===== src/rtl/pong_pkg.sv =====
// pong_pkg: constants and types shared by the pong game blocks.
//   SCREEN_W / SCREEN_H : visible area in pixels
//   BAR_W / BAR_H       : paddle sprite size (must match the renderer)
//   barra_state_t       : paddle controller FSM state encoding
package pong_pkg;

  localparam int SCREEN_W = 640;
  localparam int SCREEN_H = 480;
  localparam int BAR_W    = 64;
  localparam int BAR_H    = 8;

  typedef enum logic [1:0] {
    IDLE   = 2'd0,
    MOVE_L = 2'd1,
    MOVE_R = 2'd2
  } barra_state_t;

endpackage


===== src/rtl/btn_debounce.sv =====
// btn_debounce: 2-flop synchronizer followed by a stability counter for one
// raw push-button. The output level follows the synchronized input only
// after the two have differed for DEBOUNCE_CYCLES consecutive clocks; any
// bounce back to the current level reloads the counter.
//   clk    : sampling clock
//   reset  : asynchronous, active-high
//   btn    : raw asynchronous button
//   level  : debounced level (press-to-level latency 2 + DEBOUNCE_CYCLES)
module btn_debounce #(
  parameter int DEBOUNCE_CYCLES = 250000
) (
  input  logic clk,
  input  logic reset,
  input  logic btn,
  output logic level
);

  localparam int CW = $clog2(DEBOUNCE_CYCLES + 1);
  localparam logic [CW-1:0] CNT_LOAD = CW'(DEBOUNCE_CYCLES - 1);

  logic          sync_a;
  logic          sync_b;
  logic [CW-1:0] cnt_q;

  // Down-counter: reaching zero while still differing means the input has
  // been stable for the full window.
  always_ff @(posedge clk or posedge reset) begin
    if (reset) begin
      sync_a <= 1'b0;
      sync_b <= 1'b0;
      level  <= 1'b0;
      cnt_q  <= CNT_LOAD;
    end else begin
      sync_a <= btn;
      sync_b <= sync_a;
      if (sync_b == level) begin
        cnt_q <= CNT_LOAD;
      end else if (cnt_q == '0) begin
        level <= sync_b;
        cnt_q <= CNT_LOAD;
      end else begin
        cnt_q <= cnt_q - 1'b1;
      end
    end
  end

endmodule


===== src/rtl/barra_ctrl.sv =====
// barra_ctrl: per-frame position controller for the player paddle.
// Debounces the two buttons, runs a direction FSM and moves/clamps the
// paddle once per frame on the rising edge of the synchronized vsync, so
// sprite_x is stable when the renderer latches it on the falling edge.
//
// Build option: BARRA_ACCEL_EN -- when defined, speed grows by 1 px/frame
// every ACCEL_FRAMES held frames up to MAX_STEP (those two parameters exist
// only in that build). When undefined, speed is fixed at STEP.
//
// Ports:
//   clk        : pixel clock (only clock)
//   reset      : asynchronous, active-high
//   vsync      : raw vertical sync
//   btn_left   : raw button, active-high
//   btn_right  : raw button, active-high
//   sprite_x   : paddle left edge
//   sprite_y   : paddle top edge (constant BAR_Y)
//   moving     : FSM in MOVE_L or MOVE_R
//   frame_tick : one-cycle pulse coincident with the updated sprite_x
//
// state  | meaning
// IDLE   | no single button held, paddle still
// MOVE_L | left held alone, paddle moving toward x = 0
// MOVE_R | right held alone, paddle moving toward SCREEN_W - BAR_W
module barra_ctrl #(
  parameter int SCREEN_W        = pong_pkg::SCREEN_W,
  parameter int BAR_W           = pong_pkg::BAR_W,
  parameter int BAR_Y           = 440,
  parameter int X_INIT          = 288,
  parameter int STEP            = 4,
`ifdef BARRA_ACCEL_EN
  parameter int MAX_STEP        = 12,
  parameter int ACCEL_FRAMES    = 8,
`endif
  parameter int DEBOUNCE_CYCLES = 250000
) (
  input  logic       clk,
  input  logic       reset,
  input  logic       vsync,
  input  logic       btn_left,
  input  logic       btn_right,
  output logic [9:0] sprite_x,
  output logic [9:0] sprite_y,
  output logic       moving,
  output logic       frame_tick
);

  import pong_pkg::*;

  localparam logic [9:0]        X_RESET  = 10'(X_INIT);
  localparam logic signed [10:0] X_MAX   = 11'(SCREEN_W - BAR_W);
  localparam logic [9:0]        SPD_BASE = 10'(STEP);

  logic               vs_meta;
  logic               vs_sync;
  logic               vs_prev;
  logic               tick;
  logic               lvl_left;
  logic               lvl_right;
  barra_state_t       state_q;
  barra_state_t       state_d;
  logic [9:0]         x_q;
  logic [9:0]         x_d;
  logic [9:0]         step_now;
  logic signed [10:0] x_ext;
  logic signed [10:0] step_ext;
  logic signed [10:0] x_mv;

  btn_debounce #(.DEBOUNCE_CYCLES(DEBOUNCE_CYCLES)) u_db_left (
    .clk   (clk),
    .reset (reset),
    .btn   (btn_left),
    .level (lvl_left)
  );

  btn_debounce #(.DEBOUNCE_CYCLES(DEBOUNCE_CYCLES)) u_db_right (
    .clk   (clk),
    .reset (reset),
    .btn   (btn_right),
    .level (lvl_right)
  );

  // Rising edge of synchronized vsync; registers update on the edge that
  // loads vs_prev, three clocks after the pin rises.
  assign tick = vs_sync & ~vs_prev;

  always_ff @(posedge clk or posedge reset) begin
    if (reset) begin
      vs_meta    <= 1'b0;
      vs_sync    <= 1'b0;
      vs_prev    <= 1'b0;
      state_q    <= IDLE;
      x_q        <= X_RESET;
      frame_tick <= 1'b0;
    end else begin
      vs_meta    <= vsync;
      vs_sync    <= vs_meta;
      vs_prev    <= vs_sync;
      state_q    <= state_d;
      x_q        <= x_d;
      frame_tick <= tick;
    end
  end

  // From any state, a single held button selects its direction; both or
  // neither returns to IDLE. Uses the registered debounced levels.
  always_comb begin
    state_d = state_q;
    if (tick) begin
      case ({lvl_left, lvl_right})
        2'b10:   state_d = MOVE_L;
        2'b01:   state_d = MOVE_R;
        default: state_d = IDLE;
      endcase
    end
  end

`ifdef BARRA_ACCEL_EN
  localparam int HW = $clog2(ACCEL_FRAMES + 1);
  localparam logic [HW-1:0] HELD_LAST = HW'(ACCEL_FRAMES - 1);
  localparam logic [9:0]    SPD_MAX   = 10'(MAX_STEP);

  logic [9:0]    speed_q;
  logic [9:0]    speed_d;
  logic [HW-1:0] held_q;
  logic [HW-1:0] held_d;

  always_ff @(posedge clk or posedge reset) begin
    if (reset) begin
      speed_q <= SPD_BASE;
      held_q  <= '0;
    end else begin
      speed_q <= speed_d;
      held_q  <= held_d;
    end
  end

  // Entering a MOVE state (or leaving to IDLE) restarts at base speed, so
  // the first frame of any movement steps by STEP.
  always_comb begin
    speed_d = speed_q;
    held_d  = held_q;
    if (tick) begin
      if ((state_d == IDLE) || (state_d != state_q)) begin
        speed_d = SPD_BASE;
        held_d  = '0;
      end else if (held_q == HELD_LAST) begin
        held_d  = '0;
        speed_d = (speed_q >= SPD_MAX) ? SPD_MAX : speed_q + 10'd1;
      end else begin
        held_d = held_q + 1'b1;
      end
    end
  end

  // Movement uses the speed that applies after this tick's update.
  assign step_now = speed_d;
`else
  assign step_now = SPD_BASE;
`endif

  // Signed 11-bit arithmetic so a left move past 0 goes negative instead
  // of wrapping, then clamps.
  always_comb begin
    x_d      = x_q;
    x_ext    = signed'({1'b0, x_q});
    step_ext = signed'({1'b0, step_now});
    x_mv     = x_ext;
    if (tick) begin
      case (state_d)
        MOVE_L: begin
          x_mv = x_ext - step_ext;
          if (x_mv < 0) x_mv = '0;
        end
        MOVE_R: begin
          x_mv = x_ext + step_ext;
          if (x_mv > X_MAX) x_mv = X_MAX;
        end
        default: x_mv = x_ext;
      endcase
      x_d = x_mv[9:0];
    end
  end

  assign sprite_x = x_q;
  assign sprite_y = 10'(BAR_Y);
  assign moving   = (state_q != IDLE);

endmodule


===== config.mk =====
export PLATFORM = sky130hd
export DESIGN_NAME = barra_ctrl
export DESIGN_NICKNAME = d
export VERILOG_FILES = /design/src/rtl/pong_pkg.sv /design/src/rtl/btn_debounce.sv /design/src/rtl/barra_ctrl.sv
export SDC_FILE = /design/constraint.sdc
export NUM_CORES = 1
export LEC_CHECK = 0
export ABC_AREA = 1
export CORE_ASPECT_RATIO = 0.8
export CORE_MARGIN = 2
export CORE_UTILIZATION = 35
export DETAILED_ROUTE_END_ITERATION = 8
export SYNTH_ARGS = -nofsm -noshare
export SYNTH_HDL_FRONTEND = slang
export SYNTH_SLANG_ARGS = --single-unit

===== constraint.sdc =====
create_clock -name clk -period 1.71 [get_ports clk]
set_input_delay 0.342 -clock clk [delete_from_list [all_inputs] [get_ports clk]]
set_output_delay 0.342 -clock clk [all_outputs]
set_load 0.05 [all_outputs]

* After elaboration in Yosys (flattened, before gate mapping) *
Index checks and enable logic that the tools add are counted.

cells by class
  add/sub/neg operators = 4
  $lt $le $gt $ge = 2
  equality and inequality tests = 6
  muxes and demuxes = 9
  bitwise logic cells = 4
  reduce and logical (&&, ||, !) cells = 7

operators by type and width
  operator                 number
  $mux W18                 4
  $logic_not A18 Y1        2
  $sub A18 B1 Y18 const B  2
  $mux W10                 2
  $pmux W10 S2             1
  $add A10 B3 Y11 const B  1
  $gt A11 B11 Y1 const B   1
  $lt A11 B1 Y1 const B    1
  $sub A10 B3 Y11 const B  1
  $reduce_and A2 Y1        3
  $eq A2 B1 Y1 const B     2
  $eq A2 B2 Y1 const B     2
  $pmux W2 S2              1
  $reduce_bool A2 Y1       2
  $not A1 Y1               3
  $eq A1 B1 Y1             2
  $mux W2                  1
  $and A1 B1 Y1            1

word-level totals
  flip-flop bits (word level) = 58
  input bits = 5
  output and inout bits = 22
  logic and storage cells = 46

* Longest topological paths before layout *
Gate-level depths: netlist (run 1).

  depth after elaboration = 6
  mapped depth = 11
  gate-level depth less buffers = 11

* Cells and area by module *
From an unflattened synthesis (run 1), not the netlist that was laid out.

second synthesis, totals
  cell total of the unflattened synthesis = 428
  area, all modules = 3279.4 µm²

modules (own cells, without submodules)
  module        times used  cells an instance  area each (µm²)  seq. area each (µm²)
  btn_debounce  2           137                1109.8           538.0
  barra_ctrl    1           154                1059.8           352.8

* Least setup slack after synthesis (run 1) *
No wires, ideal clock.

  kind = register -> register
  start point = register x_q[2], in the netlist sprite_x[2]
  end point = register x_q[9], in the netlist sprite_x[9]
  setup time = 0.119 ns
  arrival = 1.609 ns
  required time = 1.591 ns
  setup slack = -0.018 ns
  stages on the path, launching flop included = 9
  path buffers = 0
  clock period less this slack = 1.728 ns
  cell sequence = dfrtp_1 inv_1 ha_1 nand3_2 nor3_2 nor2_4 nand2_1 nor2_1 o21a_1

on the way
  word-level cells in the longest chain between the ends = 4
  elaborated cells between the ends (all ways) = 7
  those cells by class = add/sub (2); order compare (2); mux (3)

ends and longest elaborated chain
  what                                                line                                  text
  from (decl)                                         barra_ctrl.sv:62                      logic [9:0] x_q;
  from (signal assigned)                              barra_ctrl.sv:93                      x_q <= X_RESET;
  from (signal assigned)                              barra_ctrl.sv:100                     x_q <= x_d;
  $add A10 B3 Y11 or $sub A10 B3 Y11 (tied branches)  barra_ctrl.sv:176, barra_ctrl.sv:172
  $gt A11 B11 Y1 or $lt A11 B1 Y1 (tied branches)     barra_ctrl.sv:177, barra_ctrl.sv:173
  $mux W10 (on tied branches)                         barra_ctrl.sv:177, barra_ctrl.sv:173
  $pmux W10 S2 *                                      barra_ctrl.sv:170                     case (state_d)

Every way passes the cells marked *; elsewhere a longest branch is shown, timed or not.
A chain may end at the register's enable or synchronous reset.

* Worst setup path in the final report (run 1) *
  start point = register vs_sync
  end point = register x_q[3], in the netlist sprite_x[3]

on the way
  word-level cells in the longest chain between the ends = 5
  elaborated cells between the ends (all ways) = 7
  those cells by class = eq/ne (2); mux (2); bitwise (1); reduce/logical (2)

ends and longest elaborated chain
  what                                          line               text
  from (decl)                                   barra_ctrl.sv:55   logic vs_sync;
  from (signal assigned)                        barra_ctrl.sv:97   vs_sync <= vs_meta;
  $and A1 B1 Y1 *                               barra_ctrl.sv:85   assign tick = vs_sync & ~vs_prev;
  net tick                                      barra_ctrl.sv:57   logic tick;
  $mux W2 *                                     barra_ctrl.sv:109  if (tick) begin
  net state_d[1]                                barra_ctrl.sv:61   barra_state_t state_d;
  $eq A2 B2 Y1 or $eq A2 B1 Y1 (tied branches)  barra_ctrl.sv:170
  $reduce_bool A2 Y1 (no source line)           n/a
  $reduce_and A2 Y1 (no source line)            n/a

Mark *: on every way through the listed nets, which the timed path passes. The rest lies on a longest branch.

==> impl_metrics.csv, run 1 <==
group,metric,value,unit
synthesis,synth_area_per_cell,8.42,µm²
synthesis,synthArstFlopShare,100,%
die,die-area,9710,µm²
die,io_pins,27,
power,power.density,643,nW/µm²
global_routing,antenna_found_initial,0,
global_routing,grt_usage,13.0,%
timing,fmax,581,MHz
global_routing,grt_max_degree,57,
cts,clkSinkCount,56,
final_layout,drive_above_1_share,26.9,%
cts,cts.clk_slew.worst_paths,0.11,ns
cts,htree_levels,2,
synthesis,syn_area,3130,µm²
worst_setup_path,critPathMaxFanout,5,
routing,drt_wl_total,5930,µm
timing,setup_viol,2,
worst_setup_path,crit_path_start_kind,"register",
cts,cts_root_buf,"clkbuf_8",
placed_design,placed_cells_incl_taps,514,
synthesis,synth_area_leaders,"dfrtp_1 (27%), dfstp_2 (18%), nand2_1 (9.1%)",
final_layout,final_util,43.7,%
cts,clock_latency,0.31,ns
timing,tns,-0.0133,ns
final_layout,syn2layout_area_growth,20.1,%
placed_design,place_area,3550,µm²
global_routing,grt_overflow,0,
timing,holdWs,0.364,ns
cts,cts_buffers,5,
status,violations,"setup timing",
routing,drt_iter0_markers,58,
routing,ant_nets,0,
placed_design,portBuffers,14,
worst_hold_path,hp-class,"reg -> reg",
synthesis,synth_top_area_share,27.2,%
timing,slew_violations,0,
job,cap_violations,0,
synthesis,synth_edf_count,0,
synthesis,yosysTopAreaCell,"dfrtp_1",
timing,hold_violations,0,
worst_setup_path,cp_data_required_time,1.91,ns
placed_design,pre_cts_ws,-0.124,ns
cts,cts_tree,"built",
routing,drc,0,
placed_design,globalplace.congestion,0.895,
global_routing,grt_first_pass_wirelength,9970,µm
final_layout,diodes,0,
timing,period_minus_slack,1.72,ns
routing,vias,2386,
timing,fin_ws,-0.0104,ns
routing,vias_per_cell,4.54,
cts,ctsHoldBuffers,0,
final_layout,final_nets,422,
timing,clock_skew,0.0178,ns
die,die_w,110,µm
die,rows,30,
routing,dr.pass1.iters,4,
synthesis,ys_ff_latch,56,
power,peakVddDrop,0.000518,V
synthesis,yosys-top-cells-count,"nand2_1 (76), inv_1 (41), nor2_1 (41), dfrtp_1 (34), nand3_1 (28)",
synthesis,synth.distinct_cells,34,
synthesis,yosys_warnings,0,
worst_setup_path,end_kind,"register",
die,core_area,8600,µm²
status,outcome,"finished, violations left",
placed_design,hpwl,4380,µm
synthesis,ys.flop_type,"dfrtp_1",
global_routing,grt_pass1_vias,2157,
synthesis,synthCells,371,
synthesis,synth.most_common_cell,"nand2_1",
die,start_util,36.4,%
final_layout,stdcell_count,525,
final_layout,design_area,3750,µm²
routing,routedWlPerCell,11.3,µm
die,die_h,88.5,µm
worst_setup_path,arrival,1.93,ns
timing,fin_crit_sh,101,%
power,static-leakage-power,1.77,nW
worst_setup_path,critical_path_class,"reg -> reg",
power,power,2.41,mW
synthesis,seq_area_frac_synth,45.7,%
cts,clock_path_buffers,2,
timing,rsz0062_at_grt,"yes",
==> critical path: stages (launching register included) <==
cell and delay (ns):
dfrtp_1 0.36, inv_1 0.05, nor2_2 0.13, inv_2 0.09, o31ai_4 0.27, ha_4 0.25, nor2_4 0.16, buf_4 0.15
nand2_1 0.05, inv_1 0.05, a21oi_1 0.06
==> per-layer routing <==
metal,vias to the layer above,part of all wire [%],track usage [%],wire length [µm]
li1,1234,-,-,-
met1,1108,54,20.1,3210
met2,38,41,18.6,2450
met3,6,3.7,2.36,218
met4,0,0.79,3.57,47
met5,-,0,0,0
==> registers in the layout, summed over array words and instances, names as in the netlist <==
signal and count:
frame_tick 1, sprite_x 8, state_q 2, u_db_left.cnt_q 18, u_db_left.level 1, u_db_left.sync_a 1
u_db_left.sync_b 1, u_db_right.cnt_q 18, u_db_right.level 1, u_db_right.sync_a 1, u_db_right.sync_b 1, vs_meta 1
vs_prev 1, vs_sync 1
==> final cells by class <==
cell class                      count  area [µm²]
Fill cell                         824        4840
Multi-Input combinational cell    268        1540
Sequential cell                    56        1430
Timing Repair Buffer               37         363
Inverter                           44         170
Tap cell                          112         140
Clock buffer                        5        68.8
Clock inverter                      3        42.5
==> worst paths after layout <==
check | startpoint | endpoint | slack (ns) | cells past startpoint
max | vs_sync | sprite_x[3] | -0.01 | 10
max reg2reg | vs_sync | sprite_x[3] | -0.01 | 10
min reg2reg | u_db_right.sync_a | u_db_right.sync_b | 0.36 | 0
min | u_db_right.sync_a | u_db_right.sync_b | 0.36 | 0
min in group asynchronous | reset | u_db_right.cnt_q[13] | 0.39 | 3
max in group asynchronous | reset | u_db_right.cnt_q[14] | 1.01 | 3
==> cells by family after synthesis <==
kind of cell	share of synthesized area, %
fa+ha+maj	2.00
compound gates	6.25
buf+inv	8.41
other cells	0.240
flops	45.7
simple gates	30.9
xor+xnor	6.45
==> where the power goes <==
group	internal, mW	switching [mW]	total, mW
logic	0.0435	0.129	0.172
clock network	0.434	0.435	0.869
registers	1.36	0.0162	1.37
total	1.83	0.580	2.41
==> repair_timing <==
action                                  in CTS  in global routing
resized for setup                            6                 12
pin swaps                                    2                  5
hold endpoints to repair                     0                  0
endpoints found under the setup margin       8                 14
buffers inserted                             0                  3
==> cell usage in the layout, fill, tap and decap left out, types with 3 or more instances in the layout <==
cell / n
nand2_2: 4
nand3_1: 28
clkdlybuf4s50_1: 4
nand4_1: 6
nand2_1: 76
xor2_1: 16
nor3_1: 3
conb_1: 12
nor2_1: 40
inv_1: 39
nor2_4: 9
dfstp_2: 22
nand3_2: 5
xnor2_1: 7
clkbuf_8: 5
a21oi_2: 4
ha_1: 4
a21boi_1: 3
o21ai_0: 10
dfrtp_1: 34
nor2_2: 9
buf_12: 6
buf_4: 27
inv_2: 3
a21oi_1: 11
(Power assumes the default switching activity.)
==> run 2, diff against run 1 <==
==> constraint.sdc (replaced) <==
create_clock -name clk -period 1.71 [get_ports clk]
set_input_delay 0.171 -clock clk [delete_from_list [all_inputs] [get_ports clk]]
set_output_delay 0.171 -clock clk [all_outputs]
set_load 0.05 [all_outputs]
==> run 2 against run 1 <==
The run now ends clean. Sequential power hardly changed. Sequential cell count stayed put. Worst setup slack better by 0.045 ns. Combinational power hardly changed. Worst hold slack worse by 0.14 ns. Register-to-register slack better by 0.05 ns. Sequential share of layout area is 1.1 points higher. Die area stayed put. Global-route usage hardly changed. Clock skew is 0.0085 ns lower.
==> impl_metrics.csv, run 2 (synthesis gave the netlist of run 1 again) <==
group,metric,value,unit
status,outcome,"completed",
routing,drt_iter0_markers,119,
timing,period_minus_slack,1.67,ns
cts,htree_levels,2,
power,static-leakage-power,1.72,nW
power,switchingPower,575,µW
cts,cts_tree,"built",
final_layout,drive_above_1_share,26.2,%
power,pwr-share-clk,33.1,%
placed_design,globalplace.congestion,0.867,
timing,tns,0,ns
global_routing,grt_usage,13.0,%
routing,drc,0,
worst_setup_path,crit_path_start_kind,"register",
final_layout,stdcell_count,521,
final_layout,diodes,0,
worst_setup_path,arrival,1.88,ns
cts,clock_latency,0.31,ns
power,power.density,631,nW/µm²
worst_setup_path,critical_path_class,"reg -> reg",
routing,drt_wl_total,5930,µm
cts,clock_path_buffers,2,
worst_hold_path,hp-class,"in -> async",
routing,vias,2376,
final_layout,syn2layout_area_growth,16.9,%
power,power_frac_comb,7.3,%
die,die-area,9710,µm²
timing,fin_crit_sh,97.9,%
routing,ant_nets,0,
global_routing,grt_max_degree,57,
power,peakVddDrop,0.000350,V
timing,rsz0062_at_grt,"yes",
timing,clock_skew,0.00934,ns
placed_design,portBuffers,14,
cts,ctsHoldBuffers,0,
final_layout,final_util,42.5,%
timing,setup_viol,0,
die,core_area,8600,µm²
timing,fmax,597,MHz
placed_design,placed_cells_incl_taps,511,
cts,cts_buffers,5,
timing,worst_pin_slew,0.497,ns
worst_setup_path,end_kind,"register",
power,p_int,1.73,mW
power,sequentialPowerShare,59.6,%
timing,hold_violations,0,
final_layout,layout_commonest_cell,"nand2_1",
cts,clkSinkCount,56,
die,die_w,110,µm
die,io_pins,27,
global_routing,grt_first_pass_wirelength,9980,µm
cts,cts.clk_slew.worst_paths,0.10,ns
final_layout,final_nets,418,
job,cap_violations,0,
timing,slew_violations,0,
routing,dr.pass1.iters,4,
power,swShare,25.0,%
timing,slew-limit-headroom,66.7,%
global_routing,grt_overflow,0,
worst_setup_path,cp_data_required_time,1.92,ns
routing,routedWlPerCell,11.4,µm
die,rows,30,
worst_setup_path,critPathMaxFanout,5,
die,start_util,36.4,%
die,die_h,88.5,µm
cts,cts_root_buf,"clkbuf_8",
final_layout,fillers,860,
timing,holdWs,0.221,ns
routing,vias_per_cell,4.56,
placed_design,hpwl,4330,µm
global_routing,grt_pass1_vias,2128,
final_layout,layout_common_cells,"nand2_1 (74), nor2_1 (40), inv_1 (39)",
global_routing,antenna_found_initial,0,
run 2: cell count changes in the layout (fill, tap and decap cells not counted), sizes merged:
| cell | previous run | this run |
|---|---|---|
| clkbuf | 5 | 8 |
| buf | 33 | 28 |
| clkinvlp | 1 | 0 |
| clkinv | 1 | 0 |
| bufinv | 1 | 0 |
| clkdlybuf4s50 | 4 | 5 |
run 2: worst max-delay path: stages, from the launching register on:
cell and delay (ns):
dfrtp_1 0.39, inv_1 0.07, nor2_2 0.04, inv_2 0.13
nor3_2 0.07, a21oi_2 0.18, ha_4 0.23, nor2_4 0.18
o21ai_1 0.10, a21oi_1 0.12, a21boi_1 0.07
run 2: final cells by class:
cell class / instances / area [µm²] / area share, %
tap: 112 / 140 / 3.84
inverter: 44 / 170 / 4.66
multi-input combinational: 268 / 1550 / 42.3
sequential: 56 / 1430 / 39.2
timing repair buffer: 33 / 277 / 7.57
clock buffer: 8 / 90.1 / 2.47
run 2: path summary, 6_finish.rpt:
kind / start / cells past startpoint / slack (ns) / endpoint
max: vs_sync / 10 / 0.04 / sprite_x[6]
min: reset / 3 / 0.22 / u_db_left.sync_a
max reg2reg: vs_sync / 10 / 0.04 / sprite_x[6]
min reg2reg: u_db_right.sync_a / 0 / 0.36 / u_db_right.sync_b
max in group asynchronous: reset / 3 / 1.18 / u_db_right.cnt_q[12]
min in group clk: btn_left / 1 / 0.29 / u_db_left.sync_a
run 2: stage by stage:
stage / area, µm² / setup slack [ns] / power (mW)
detailed placement: 3470 / -0.160 / 1.57
finish: 3650 / 0.0351 / 2.30
floorplan: 3170 / 0.0131 / 1.54
global route: 3650 / -0.0604 / 2.40
global placement: 3470 / -0.0372 / 1.56
CTS: 3570 / 0.00658 / 2.33
run 2: power groups by stage:
stage | logic [mW] | clock network [mW] | registers, mW
after floorplan | 0.139 | 0 | 1.40
after global placement | 0.168 | 0 | 1.40
after detailed placement | 0.169 | 0 | 1.40
after CTS | 0.171 | 0.785 | 1.37
after global routing | 0.187 | 0.835 | 1.38
final | 0.169 | 0.762 | 1.37
run 2: timing repair:
action / in CTS / in global routing
gates resized for setup: 3 / 17
buffers inserted: 0 / 2
cloned: 0 / 0
endpoints found under the setup margin: 8 / 8
pin swaps: 1 / 3
run 2: layer usage:
layer / GRT usage (%) / up-vias / part of all wire [%]
met5: 0 / - / 0
met4: 3.22 / 0 / 0.20
met3: 2.72 / 2 / 3.8
met2: 18.7 / 49 / 43
met1: 19.8 / 1098 / 53
li1: - / 1227 / -
==> run 3, diff against run 2 <==
--- a/config.mk
+++ b/config.mk
@@ -9,7 +9,9 @@
 export CORE_ASPECT_RATIO = 0.8
 export CORE_MARGIN = 2
 export CORE_UTILIZATION = 35
+export CTS_CLUSTER_SIZE = 24
 export DETAILED_ROUTE_END_ITERATION = 8
+export SKIP_CTS_REPAIR_TIMING = 1
 export SYNTH_ARGS = -nofsm -noshare
 export SYNTH_HDL_FRONTEND = slang
 export SYNTH_SLANG_ARGS = --single-unit
==> run 3 against run 2 <==
Global-route usage hardly changed. Sequential share of layout area about the same. Combinational power hardly changed. Largest power group unchanged. Maximum frequency grew 1.9%. Critical endpoint is now sprite_x[2]. First-iteration DRC count up 7.6%.
==> impl_metrics.csv, run 3 (synthesis gave the netlist of run 1 again) <==
group,metric,value,unit
cts,cts.clk_slew.worst_paths,0.10,ns
cts,clkSinkCount,56,
routing,routedWlPerCell,11.4,µm
timing,period_minus_slack,1.64,ns
worst_setup_path,critPathMaxFanout,5,
global_routing,grt_overflow,0,
final_layout,design_area,3650,µm²
power,p_int,1.73,mW
status,outcome,"completed",
power,power_frac_comb,7.3,%
die,die_h,88.5,µm
die,rows,30,
final_layout,final_nets,418,
final_layout,layout_commonest_cell,"nand2_1",
worst_setup_path,slowest_stage,"dfrtp_1",
global_routing,grt_pass1_vias,2125,
worst_setup_path,end_kind,"register",
placed_design,portBuffers,14,
routing,ant_nets,0,
cts,cts_buffers,5,
placed_design,hpwl,4330,µm
timing,rsz0062_at_grt,"yes",
job,cap_violations,0,
cts,htree_levels,2,
placed_design,place_area,3470,µm²
worst_setup_path,arrival,1.88,ns
power,swShare,25.1,%
power,static-leakage-power,1.72,nW
timing,fmax,608,MHz
final_layout,syn2layout_area_growth,16.8,%
final_layout,drive_above_1_share,25.9,%
power,pwr-share-clk,33.2,%
routing,drc,0,
timing,fin_crit_sh,96.1,%
power,power.density,633,nW/µm²
die,die_w,110,µm
cts,cts_tree,"built",
worst_setup_path,cp_data_required_time,1.95,ns
die,die-area,9710,µm²
worst_setup_path,path_cells,"inv_1, nor2_2, inv_2, nor3_2, a21oi_2, ha_4, nor2_4, nand2_1, a21oi_2, nand2_1, o21ai_1",
worst_hold_path,hp-class,"in -> async",
global_routing,antenna_found_initial,0,
power,peakVddDrop,0.000351,V
timing,setup_viol,0,
placed_design,placed_cells_incl_taps,511,
routing,drt_iter0_markers,128,
global_routing,grt_usage,13.0,%
worst_setup_path,slowest_delay,0.39,ns
routing,drt_wl_total,5950,µm
timing,clock_skew,0.0100,ns
routing,vias_per_cell,4.56,
final_layout,layout_common_cells,"nand2_1 (75), nor2_1 (40), inv_1 (39)",
final_layout,stdcell_count,521,
timing,hold_violations,0,
cts,clock_latency,0.31,ns
die,io_pins,27,
die,start_util,36.4,%
die,core_area,8600,µm²
worst_setup_path,critical_path_class,"reg -> reg",
global_routing,grt_first_pass_wirelength,9960,µm
placed_design,globalplace.congestion,0.867,
timing,slew_violations,0,
final_layout,diodes,0,
timing,slew-limit-headroom,66.7,%
worst_setup_path,crit_path_start_kind,"register",
timing,worst_pin_slew,0.497,ns
routing,dr.pass1.iters,4,
routing,vias,2377,
power,sequentialPowerShare,59.4,%
cts,clock_path_buffers,2,
cts,cts_root_buf,"clkbuf_8",
power,switchingPower,580,µW
global_routing,grt_max_degree,57,
run 3: changes by cell type in the layout (fill, tap and decap cells not counted):
cell / change
nand2_1: +1
nand2_2: -1
run 3: per-stage QoR:
| stage | setup TNS, ns | utilization, % | setup WS, ns | total power [mW] | hold WS, ns |
|---|---|---|---|---|---|
| finish | 0 | 42.5 | 0.0664 | 2.31 | 0.217 |
| global route | -0.147 | 42.5 | -0.0416 | 2.40 | 0.261 |
| CTS | -0.876 | 41.4 | -0.145 | 2.33 | 0.230 |
| detailed placement | -0.891 | 40.3 | -0.160 | 1.57 | 0.336 |
| global placement | -0.165 | 40.3 | -0.0372 | 1.56 | 0.336 |
| floorplan | 0 | - | 0.0131 | 1.54 | 0.202 |
run 3: final cells by class:
class	instances	area (µm²)
tap	112	140
clock buffer	8	90.1
sequential	56	1430
fill	861	4940
timing repair buffer	33	277
multi-input combinational	268	1540
inverter	44	170
run 3: path summary, 6_finish.rpt:
kind,depth (start not counted),start,slack [ns],end
max,11,vs_sync,0.07,sprite_x[2]
min,3,reset,0.22,u_db_left.sync_a
max reg2reg,11,vs_sync,0.07,sprite_x[2]
min reg2reg,0,u_db_right.sync_a,0.36,u_db_right.sync_b
max in group asynchronous,3,reset,1.18,u_db_right.cnt_q[12]
min in group clk,1,btn_left,0.29,u_db_left.sync_a
run 3: power groups by stage:
stage	Sequential, mW	Combinational (mW)	Clock (mW)
floorplan	1.40	0.139	0
detailed placement	1.40	0.169	0
finish	1.37	0.169	0.768
CTS	1.37	0.170	0.785
global route	1.38	0.187	0.835
global placement	1.40	0.168	0
run 3: layer usage:
layer | part of all wire [%] | track usage [%]
met4 | 0.20 | 3.22
met5 | 0 | 0
met1 | 55 | 19.8
met2 | 42 | 18.7
met3 | 3.0 | 2.72
run 3: critical path: cells and delay by family, from the launching register on:
family          cells  cell delay [ns]
fa+ha+maj           1             0.23
simple gates        5             0.41
compound gates      3             0.36
flops               1             0.39
buf+inv             2             0.19
